<file path="src/rtl/uart_rx_controller_if.sv">
// Receive-path signal bundle for the UART receiver.
// The link controller drives enable and the line; the receiver returns frame results.
interface uart_rx_controller_if;
    logic        i_Enable;
    logic        i_Rx_Serial;
    logic        o_Rx_DV;
    logic [7:0]  o_Rx_Byte;
    logic        o_Frame_Err;
    logic        o_Busy;
    logic [2:0]  o_SM_State;
    logic [15:0] o_Clock_Count;

    modport master (
        output i_Enable,
        output i_Rx_Serial,
        input  o_Rx_DV,
        input  o_Rx_Byte,
        input  o_Frame_Err,
        input  o_Busy,
        input  o_SM_State,
        input  o_Clock_Count
    );

    modport slave (
        input  i_Enable,
        input  i_Rx_Serial,
        output o_Rx_DV,
        output o_Rx_Byte,
        output o_Frame_Err,
        output o_Busy,
        output o_SM_State,
        output o_Clock_Count
    );
endinterface

</file>
<file path="src/rtl/uart_rx_controller.sv">
// UART receive sequencer: line sync, start validation, mid-bit sampling,
// LSB-first shift of 8 data bits and stop-bit check.
module uart_rx_controller #(
    parameter int CLKS_PER_BIT = 87
) (
    input logic               i_Clock,
    input logic               i_Rst_n,
    uart_rx_controller_if.slave rx
);
    localparam logic [15:0] LAST = 16'(CLKS_PER_BIT - 1);
    localparam logic [15:0] HALF = 16'((CLKS_PER_BIT - 1) / 2);

    typedef enum logic [2:0] {
        IDLE    = 3'b000,
        START   = 3'b001,
        DATA    = 3'b010,
        STOP    = 3'b011,
        CLEANUP = 3'b100
    } state_t;

    state_t      state;
    logic        rx_meta;
    logic        rx_s;
    logic [15:0] count;
    logic [2:0]  bit_idx;
    logic [7:0]  shift;
    logic [7:0]  byte_q;
    logic        stop_hit;
    logic        dv;
    logic        fe;

    always_ff @(posedge i_Clock or negedge i_Rst_n) begin
        if (!i_Rst_n) begin
            rx_meta <= 1'b1;
            rx_s    <= 1'b1;
        end else begin
            rx_meta <= rx.i_Rx_Serial;
            rx_s    <= rx_meta;
        end
    end

    always_ff @(posedge i_Clock or negedge i_Rst_n) begin
        if (!i_Rst_n) begin
            state   <= IDLE;
            count   <= 16'd0;
            bit_idx <= 3'd0;
            shift   <= 8'd0;
            byte_q  <= 8'd0;
        end else if (!rx.i_Enable) begin
            state   <= IDLE;
            count   <= 16'd0;
            bit_idx <= 3'd0;
        end else begin
            unique case (state)
                IDLE: begin
                    count   <= 16'd0;
                    bit_idx <= 3'd0;
                    if (!rx_s)
                        state <= START;
                end
                START: begin
                    if (count == HALF) begin
                        count <= 16'd0;
                        state <= rx_s ? IDLE : DATA;
                    end else begin
                        count <= count + 16'd1;
                    end
                end
                DATA: begin
                    if (count == LAST) begin
                        count          <= 16'd0;
                        shift[bit_idx] <= rx_s;
                        if (bit_idx == 3'd7) begin
                            bit_idx <= 3'd0;
                            state   <= STOP;
                        end else begin
                            bit_idx <= bit_idx + 3'd1;
                        end
                    end else begin
                        count <= count + 16'd1;
                    end
                end
                STOP: begin
                    if (count == LAST) begin
                        count <= 16'd0;
                        state <= CLEANUP;
                        if (rx_s)
                            byte_q <= shift;
                    end else begin
                        count <= count + 16'd1;
                    end
                end
                CLEANUP: begin
                    count <= 16'd0;
                    state <= IDLE;
                end
                default: begin
                    count <= 16'd0;
                    state <= IDLE;
                end
            endcase
        end
    end

    // Pulses live on the STOP terminal cycle; the byte bypasses so it is valid alongside.
    assign stop_hit = rx.i_Enable && (state == STOP) && (count == LAST);
    assign dv       = stop_hit && rx_s;
    assign fe       = stop_hit && !rx_s;

    assign rx.o_Rx_DV       = dv;
    assign rx.o_Frame_Err   = fe;
    assign rx.o_Rx_Byte     = dv ? shift : byte_q;
    assign rx.o_Busy        = (state != IDLE);
    assign rx.o_SM_State    = state;
    assign rx.o_Clock_Count = count;
endmodule

</file>
<file path="src/flat_wrapper.sv">
// flat-port wrapper written by rule: the top's interface ports become plain ports
module uart_rx_controller_flat 
#(
    parameter int CLKS_PER_BIT = 87
)
  (i_Clock, i_Rst_n, rx_i_Enable, rx_i_Rx_Serial, rx_o_Rx_DV, rx_o_Rx_Byte, rx_o_Frame_Err, rx_o_Busy, rx_o_SM_State, rx_o_Clock_Count);
  uart_rx_controller_if rx_i ();
  input logic i_Clock;
  input logic i_Rst_n;
  input wire logic [$bits(rx_i.i_Enable)-1:0] rx_i_Enable;
  input wire logic [$bits(rx_i.i_Rx_Serial)-1:0] rx_i_Rx_Serial;
  output wire logic [$bits(rx_i.o_Rx_DV)-1:0] rx_o_Rx_DV;
  output wire logic [$bits(rx_i.o_Rx_Byte)-1:0] rx_o_Rx_Byte;
  output wire logic [$bits(rx_i.o_Frame_Err)-1:0] rx_o_Frame_Err;
  output wire logic [$bits(rx_i.o_Busy)-1:0] rx_o_Busy;
  output wire logic [$bits(rx_i.o_SM_State)-1:0] rx_o_SM_State;
  output wire logic [$bits(rx_i.o_Clock_Count)-1:0] rx_o_Clock_Count;
  assign rx_i.i_Enable = rx_i_Enable;
  assign rx_i.i_Rx_Serial = rx_i_Rx_Serial;
  assign rx_o_Rx_DV = rx_i.o_Rx_DV;
  assign rx_o_Rx_Byte = rx_i.o_Rx_Byte;
  assign rx_o_Frame_Err = rx_i.o_Frame_Err;
  assign rx_o_Busy = rx_i.o_Busy;
  assign rx_o_SM_State = rx_i.o_SM_State;
  assign rx_o_Clock_Count = rx_i.o_Clock_Count;
  uart_rx_controller #(.CLKS_PER_BIT(CLKS_PER_BIT)) u_core (.i_Clock(i_Clock), .i_Rst_n(i_Rst_n), .rx(rx_i));
endmodule
</file>
<file path="config.mk">
export PLATFORM = sky130hd
export DESIGN_NAME = uart_rx_controller_flat
export DESIGN_NICKNAME = d
export VERILOG_FILES = /design/src/rtl/uart_rx_controller_if.sv /design/src/rtl/uart_rx_controller.sv /design/src/flat_wrapper.sv
export SDC_FILE = /design/constraint.sdc
export NUM_CORES = 1
export LEC_CHECK = 0
export CORE_MARGIN = 3
export CORE_UTILIZATION = 48
export DETAILED_ROUTE_END_ITERATION = 12
export MAX_ROUTING_LAYER = met4
export PLACE_DENSITY_LB_ADDON = 0.08
export REMOVE_ABC_BUFFERS = 1
export SYNTH_ARGS = -nofsm -noshare
export SYNTH_HDL_FRONTEND = slang
export SYNTH_SLANG_ARGS = --single-unit
</file>
<file path="constraint.sdc">
create_clock -name i_Clock -period 2.59 [get_ports i_Clock]
set_clock_uncertainty 0.15 [all_clocks]
set_input_delay 0.3885 -clock i_Clock [delete_from_list [all_inputs] [get_ports i_Clock]]
set_output_delay 0.3885 -clock i_Clock [all_outputs]
set_load 0.01 [all_outputs]
</file>
==> flow_summary.json, run 1 <==
{
  "cp.required_ns": 2.05,
  "dr.pass1.iters": 4,
  "layout.cells.non_filler": 314,
  "min_period_ns": 2.89,
  "drtIter0Drc": 64,
  "viasPerCell": 5.35,
  "synth_ff_type": "dfrtp_1",
  "whs_ns": 0.0763,
  "hold_violations": 0,
  "use_met2": 0.345,
  "p_leak_nw": 1.34,
  "ys_seq_area_frac": 0.488,
  "violations": "setup timing",
  "rsz0062_at_grt": "yes",
  "start_util": 0.506,
  "netlist_area_mm2": 0.00205,
  "worst-r2r-setup-slack_ns": 0.09,
  "port_buffers": 33,
  "diodes": 0,
  "wl_um": 4950,
  "syn_avg_cell_area_um2": 10.7,
  "grt_usage": 0.207,
  "fmax_ghz": 0.346,
  "hold_buffers": 0,
  "wl_per_cell_um": 15.7,
  "peakVddDrop_mv": 0.441,
  "numCtsBuffers": 5,
  "setup_violations": 8,
  "grt_pass1_wl_um": 8100,
  "h-tree-depth": 2,
  "grt_pass1_vias": 1755,
  "cts-root-buf": "clkbuf_8",
  "cts.sinks": 40,
  "cp-start-kind": "register",
  "dp_hpwl_um": 3350,
  "design.die.area_mm2": 0.00510,
  "crit-reg2reg-capture": "u_core.bit_idx[0]$_DFFE_PN0P_",
  "max-slew-margin-rel": 0.400,
  "synth_cell_types": 39,
  "nets": 271,
  "regToRegStartpoint": "u_core.rx.o_Clock_Count[9]$_DFF_PN0_",
  "worstPathCellList": "or4_4 -> nor4_4 -> and3_4 -> buf_12 -> mux2_4 -> buf_6",
  "synth-edff-count": 0,
  "grt_max_degree": 41,
  "area_delta_synth_final_pct": 41.0,
  "reg2regPathDepth": 8,
  "grt_antenna_before_repair": 0,
  "worstMarginPinSlew_ns": 0.899,
  "gr-max-usage-layer": "met2",
  "p_per_area_mw_per_mm2": 410,
  "drc": 0,
  "syn-instance-count": 192,
  "cp_max_fo": 7,
  "met1_usage": 0.252,
  "crit_arrival_ns": 2.35,
  "die_h_um": 71.4,
  "cp_slowest_cell": "or4_4",
  "hold_class": "in -> async",
  "path_clk_slew_ns": 0.08,
  "crit_type": "reg -> out",
  "ios": 34,
  "drv_slew": 0,
  "outcome": "complete, but fails checks",
  "rows": 23,
  "cts_tree": "yes",
  "synth_top_area_cell": "dfrtp_1",
  "clkLatencyLatePin_ns": 0.29,
  "slowest_delay_ns": 0.57,
  "ys_warn_count": 0,
  "async_reset_ff_frac": 1.00,
  "dp.cells": 301,
  "synth-seq-cells": 40,
  "drv_cap": 0,
  "core_area_mm2": 0.00406,
  "place.gp.congestion": 0.852,
  "grt.overflow.total": 0,
  "yosys.area.top_type_share": 0.463,
  "drive_gt1_frac": 0.356,
  "grt_use_met3": 0.0379,
  "cts_max_path_buffers": 2,
  "dr_total_vias": 1679,
  "synth_area_leaders": "dfrtp_1 (46%), mux2_2 (9.3%), nor2_1 (5.1%)",
  "fin_ws_ns": -0.300,
  "ant_nets": 0,
  "min_period_over_period": 1.12,
  "cp-end-kind": "primary output",
  "die_width_um": 71.4
}
-- cells in the mapped netlist, drive strengths merged, types with 4 or more instances --
cell type	count
xnor2	6
buf	5
clkbuf	4
dfrtp	38
xor2	8
inv	4
ha	4
nand3	10
nor3	7
nand2	14
nand4	4
nor2	28
mux2	24
-- stage by stage --
step	TNS [ns]	setup slack, ns	utilization	area, um^2	power (mW)
after floorplan	-1.57	-0.199	-	2000	0.664
after global placement	-3.34	-0.413	0.656	2660	0.701
after detailed placement	-3.32	-0.419	0.656	2660	0.703
after CTS	-2.58	-0.357	0.716	2900	1.20
after global routing	-2.96	-0.380	0.714	2900	1.24
final	-2.31	-0.300	0.714	2900	1.19
-- worst max-delay path: cells and delay by family (launching register included) --
kind,cells,cell delay (ns)
buffers and inverters,2,0.26
flip-flops,1,0.38
multiplexers,1,0.31
AND/OR/NAND/NOR,3,1.12
-- state kept, by name, indices dropped and copies added (netlist names) --
register and cells:
u_core.bit_idx 3, u_core.byte_q 8, u_core.rx.o_Clock_Count 16, u_core.rx.o_SM_State 3, u_core.rx_meta 1, u_core.rx_s 1
u_core.shift 8
-- worst max-delay path by stage --
stage / start / endpoint / cells past startpoint
after CTS: u_core.rx.o_Clock_Count[0]$_DFF_PN0_ / rx_o_Rx_Byte[0] / 9
final: u_core.rx.o_Clock_Count[9]$_DFF_PN0_ / rx_o_Rx_Byte[5] / 6
after global placement: rx_i_Enable / rx_o_Rx_Byte[7] / 8
after floorplan: u_core.rx.o_Clock_Count[0]$_DFF_PN0_ / rx_o_Rx_Byte[2] / 6
after detailed placement: rx_i_Enable / rx_o_Rx_Byte[3] / 8
after global routing: u_core.rx.o_Clock_Count[9]$_DFF_PN0_ / rx_o_Rx_Byte[5] / 6
-- placed cells by master (no fill, tap or decap), types with 3 or more instances in the layout --
cell type | netlist | layout
and4_1 | 3 | 3
buf_4 | 1 | 38
buf_6 | 0 | 8
clkbuf_8 | 0 | 5
clkdlybuf4s50_1 | 0 | 22
dfrtp_1 | 38 | 38
ha_1 | 4 | 4
inv_1 | 4 | 4
mux2_2 | 17 | 11
mux2_4 | 3 | 12
nand2_1 | 14 | 14
nand3_1 | 10 | 10
nand4_1 | 4 | 4
nor2_1 | 28 | 27
nor3_1 | 7 | 5
or3_1 | 3 | 3
xnor2_1 | 6 | 6
xor2_1 | 8 | 8
-- what timing repair did --
action / in CTS / in global routing
pin swaps: 2 / 6
gates cloned: 1 / 0
setup buffers: 4 / 3
gates resized for setup: 58 / 8
endpoints found under the setup margin: 10 / 25
-- per-layer routing --
layer	vias up	part of all wire
met5	-	0
met4	0	0.018
met3	9	0.034
met2	41	0.52
met1	822	0.42
li1	807	-
-- report_power, final --
group          leakage (nW)  total, mW  internal [mW]  switching (mW)
sequential            0.551      0.632          0.629         0.00229
clock                0.0552      0.495          0.286           0.209
combinational         0.731     0.0614         0.0245          0.0369
-- cell type report --
cell class              instances  area, um^2
fillers                       292        1160
multi-input cells             139        1060
flip-flops and latches         40        1000
repair buffers                 73         651
clock buffers                   6        72.6
well taps                      50        62.6
clock inverters                 2        35.0
inverters                       4        15.0
-- kinds of logic after synthesis --
family          Yosys count  share of synthesized area
compound gates            8                     0.0256
mux                      26                      0.147
xor+xnor                 14                     0.0597
buf+inv                  13                     0.0353
flops                    40                      0.488
fa+ha+maj                 4                     0.0244
simple gates             87                      0.220
(Power assumes the default switching activity.)
==> run 2: changes to the inputs <==
--- a/config.mk
+++ b/config.mk
@@ -5,9 +5,10 @@
 export SDC_FILE = /design/constraint.sdc
 export NUM_CORES = 1
 export LEC_CHECK = 0
-export CORE_MARGIN = 3
+export CORE_MARGIN = 10
 export CORE_UTILIZATION = 48
 export DETAILED_ROUTE_END_ITERATION = 12
+export GPL_ROUTABILITY_DRIVEN = 1
 export MAX_ROUTING_LAYER = met4
 export PLACE_DENSITY_LB_ADDON = 0.08
 export REMOVE_ABC_BUFFERS = 1
==> run 2 against run 1 <==
Compared with the run above: global-route usage fell by 6.1 points; register-to-register slack worse by 0.08 ns; flip-flop and latch count unchanged; hold slack worse by 0.0089 ns; the flow still finishes with violations (setup timing); clock-buffer cell count grew 1; sequential share of layout area grew 0.36 points; largest power group unchanged; largest cell class unchanged; via count up 1.0%; critical endpoint is now rx_o_Rx_Byte[3]; non-clock buffer count fell by 1.
==> flow_summary.json, run 2 (synthesized netlist as in run 1, its figures left out) <==
{
  "outcome": "complete, but fails checks",
  "violations": "setup timing",
  "grt_pass1_wl_um": 8510,
  "hold_class": "in -> async",
  "slowest_delay_ns": 0.57,
  "ios": 34,
  "drv_cap": 0,
  "drtIter0Drc": 82,
  "worstMarginPinSlew_ns": 0.899,
  "cts.sinks": 40,
  "regToRegStartpoint": "u_core.rx.o_Clock_Count[11]$_DFF_PN0_",
  "rsz0062_at_grt": "yes",
  "cts-root-buf": "clkbuf_8",
  "grt_antenna_before_repair": 0,
  "peakVddDrop_mv": 0.355,
  "grt_max_degree": 41,
  "fmax_ghz": 0.340,
  "largest_reg_flops": 16,
  "cp_max_fo": 8,
  "core_area_mm2": 0.00406,
  "h-tree-depth": 2,
  "dp_slack_ns": -0.473,
  "crit_type": "reg -> out",
  "worstPathCellList": "or4_4 -> nor4_4 -> and3_4 -> buf_12 -> buf_8 -> mux2_4 -> buf_6",
  "grt_pass1_vias": 1747,
  "drc": 0,
  "nets": 270,
  "dr_wl_met2_um": 2670,
  "grt.overflow.total": 0,
  "drive_gt1_frac": 0.357,
  "wl_met3_um": 183,
  "mostFrequentLayoutCell": "dfrtp_1",
  "wl_per_cell_um": 16.5,
  "start_util": 0.506,
  "dp_hpwl_um": 3490,
  "grt_usage": 0.146,
  "die_h_um": 85.4,
  "wl_um": 5160,
  "rows": 23,
  "dr_total_vias": 1696,
  "dr.pass1.iters": 4,
  "numCtsBuffers": 5,
  "met1_length_um": 2250,
  "path_buf_inv": 3,
  "viasPerCell": 5.42,
  "cp_slowest_cell": "or4_4",
  "min_period_over_period": 1.14,
  "cp-end-kind": "primary output",
  "cts_tree": "yes",
  "placed_area_mm2": 0.00265,
  "finalPower_mw": 1.25,
  "cp-start-kind": "register",
  "p_per_area_mw_per_mm2": 434,
  "min_period_ns": 2.94,
  "die_width_um": 85.4,
  "fillers": 314,
  "cp-startpoint": "u_core.rx.o_Clock_Count[11]$_DFF_PN0_",
  "place.gp.congestion": 0.858,
  "cts_max_path_buffers": 2,
  "setup_violations": 8,
  "drv_slew": 0,
  "port_buffers": 33,
  "ant_nets": 0,
  "area_delta_synth_final_pct": 39.5,
  "path_clk_slew_ns": 0.08,
  "max-slew-margin-rel": 0.401,
  "clkLatencyLatePin_ns": 0.29,
  "crit_arrival_ns": 2.40,
  "design.die.area_mm2": 0.00730,
  "cp.required_ns": 2.05,
  "p_leak_nw": 1.34,
  "fin_area_mm2": 0.00287,
  "tns_ns": -2.43,
  "hold_violations": 0,
  "cp_top_family": "simple AND/OR/NAND/NOR gates",
  "highest_layer": "met4",
  "whs_ns": 0.0674,
  "diodes": 0,
  "fin_ws_ns": -0.353,
  "final_cell_mix": "dfrtp_1 (38), buf_4 (36), nor2_1 (27), clkdlybuf4s50_1 (22)"
}
-- run 2: cell count changes in the layout (fill, tap and decap cells not counted), sizes merged --
cell	change
buf	-1
clkbuf	+1
clkinv	-1
-- run 2: cell type report --
type                    instances  area [um^2]  share of cell area
clock buffers                   7         96.3              0.0336
clock inverters                 1         30.0              0.0105
inverters                       4         15.0             0.00524
flip-flops and latches         40         1000               0.350
well taps                      50         62.6              0.0218
multi-input cells             139         1040               0.361
repair buffers                 72          623               0.217
-- run 2: layer usage --
layer  global-route usage  vias up
met2                0.244       37
met1                0.170      845
met5                    -        -
met4               0.0389        0
met3               0.0344        7
li1                     -      807
-- run 2: per-stage QoR --
step	utilization	std cells
finish	0.706	313
global route	0.706	313
CTS	0.701	312
detailed placement	0.654	300
global placement	0.654	300
floorplan	-	183
-- run 2: worst paths after layout --
check | to | slack (ns) | cells after the start
max | rx_o_Rx_Byte[3] | -0.35 | 7
min | u_core.rx.o_SM_State[0]$_DFFE_PN0P_ | 0.07 | 1
max reg2reg | u_core.shift[3]$_DFFE_PN0P_ | 0.01 | 7
min reg2reg | u_core.rx_s$_DFF_PN1_ | 0.21 | 0
max in group asynchronous | u_core.rx.o_Clock_Count[10]$_DFF_PN0_ | 1.65 | 1
min in group i_Clock | u_core.rx_s$_DFF_PN1_ | 0.21 | 0
-- run 2: worst register-to-register path: cells and delay by family (launching register included) --
family                 cells  cell delay (ns)
buffers and inverters      2             0.23
multiplexers               1             0.34
flip-flops                 1             0.40
AND/OR/NAND/NOR            4             1.35
-- run 2: power breakdown --
group,internal (mW),leakage (nW),switching [mW]
combinational,0.0227,0.724,0.0369
sequential,0.629,0.551,0.00229
clock,0.340,0.0645,0.214
-- run 2: repair_timing --
action	4_1_cts	5_1_grt
resized for setup	53	8
endpoints found under the setup margin	10	23
pin swaps	2	4
buffers inserted	4	2
hold buffers	0	0
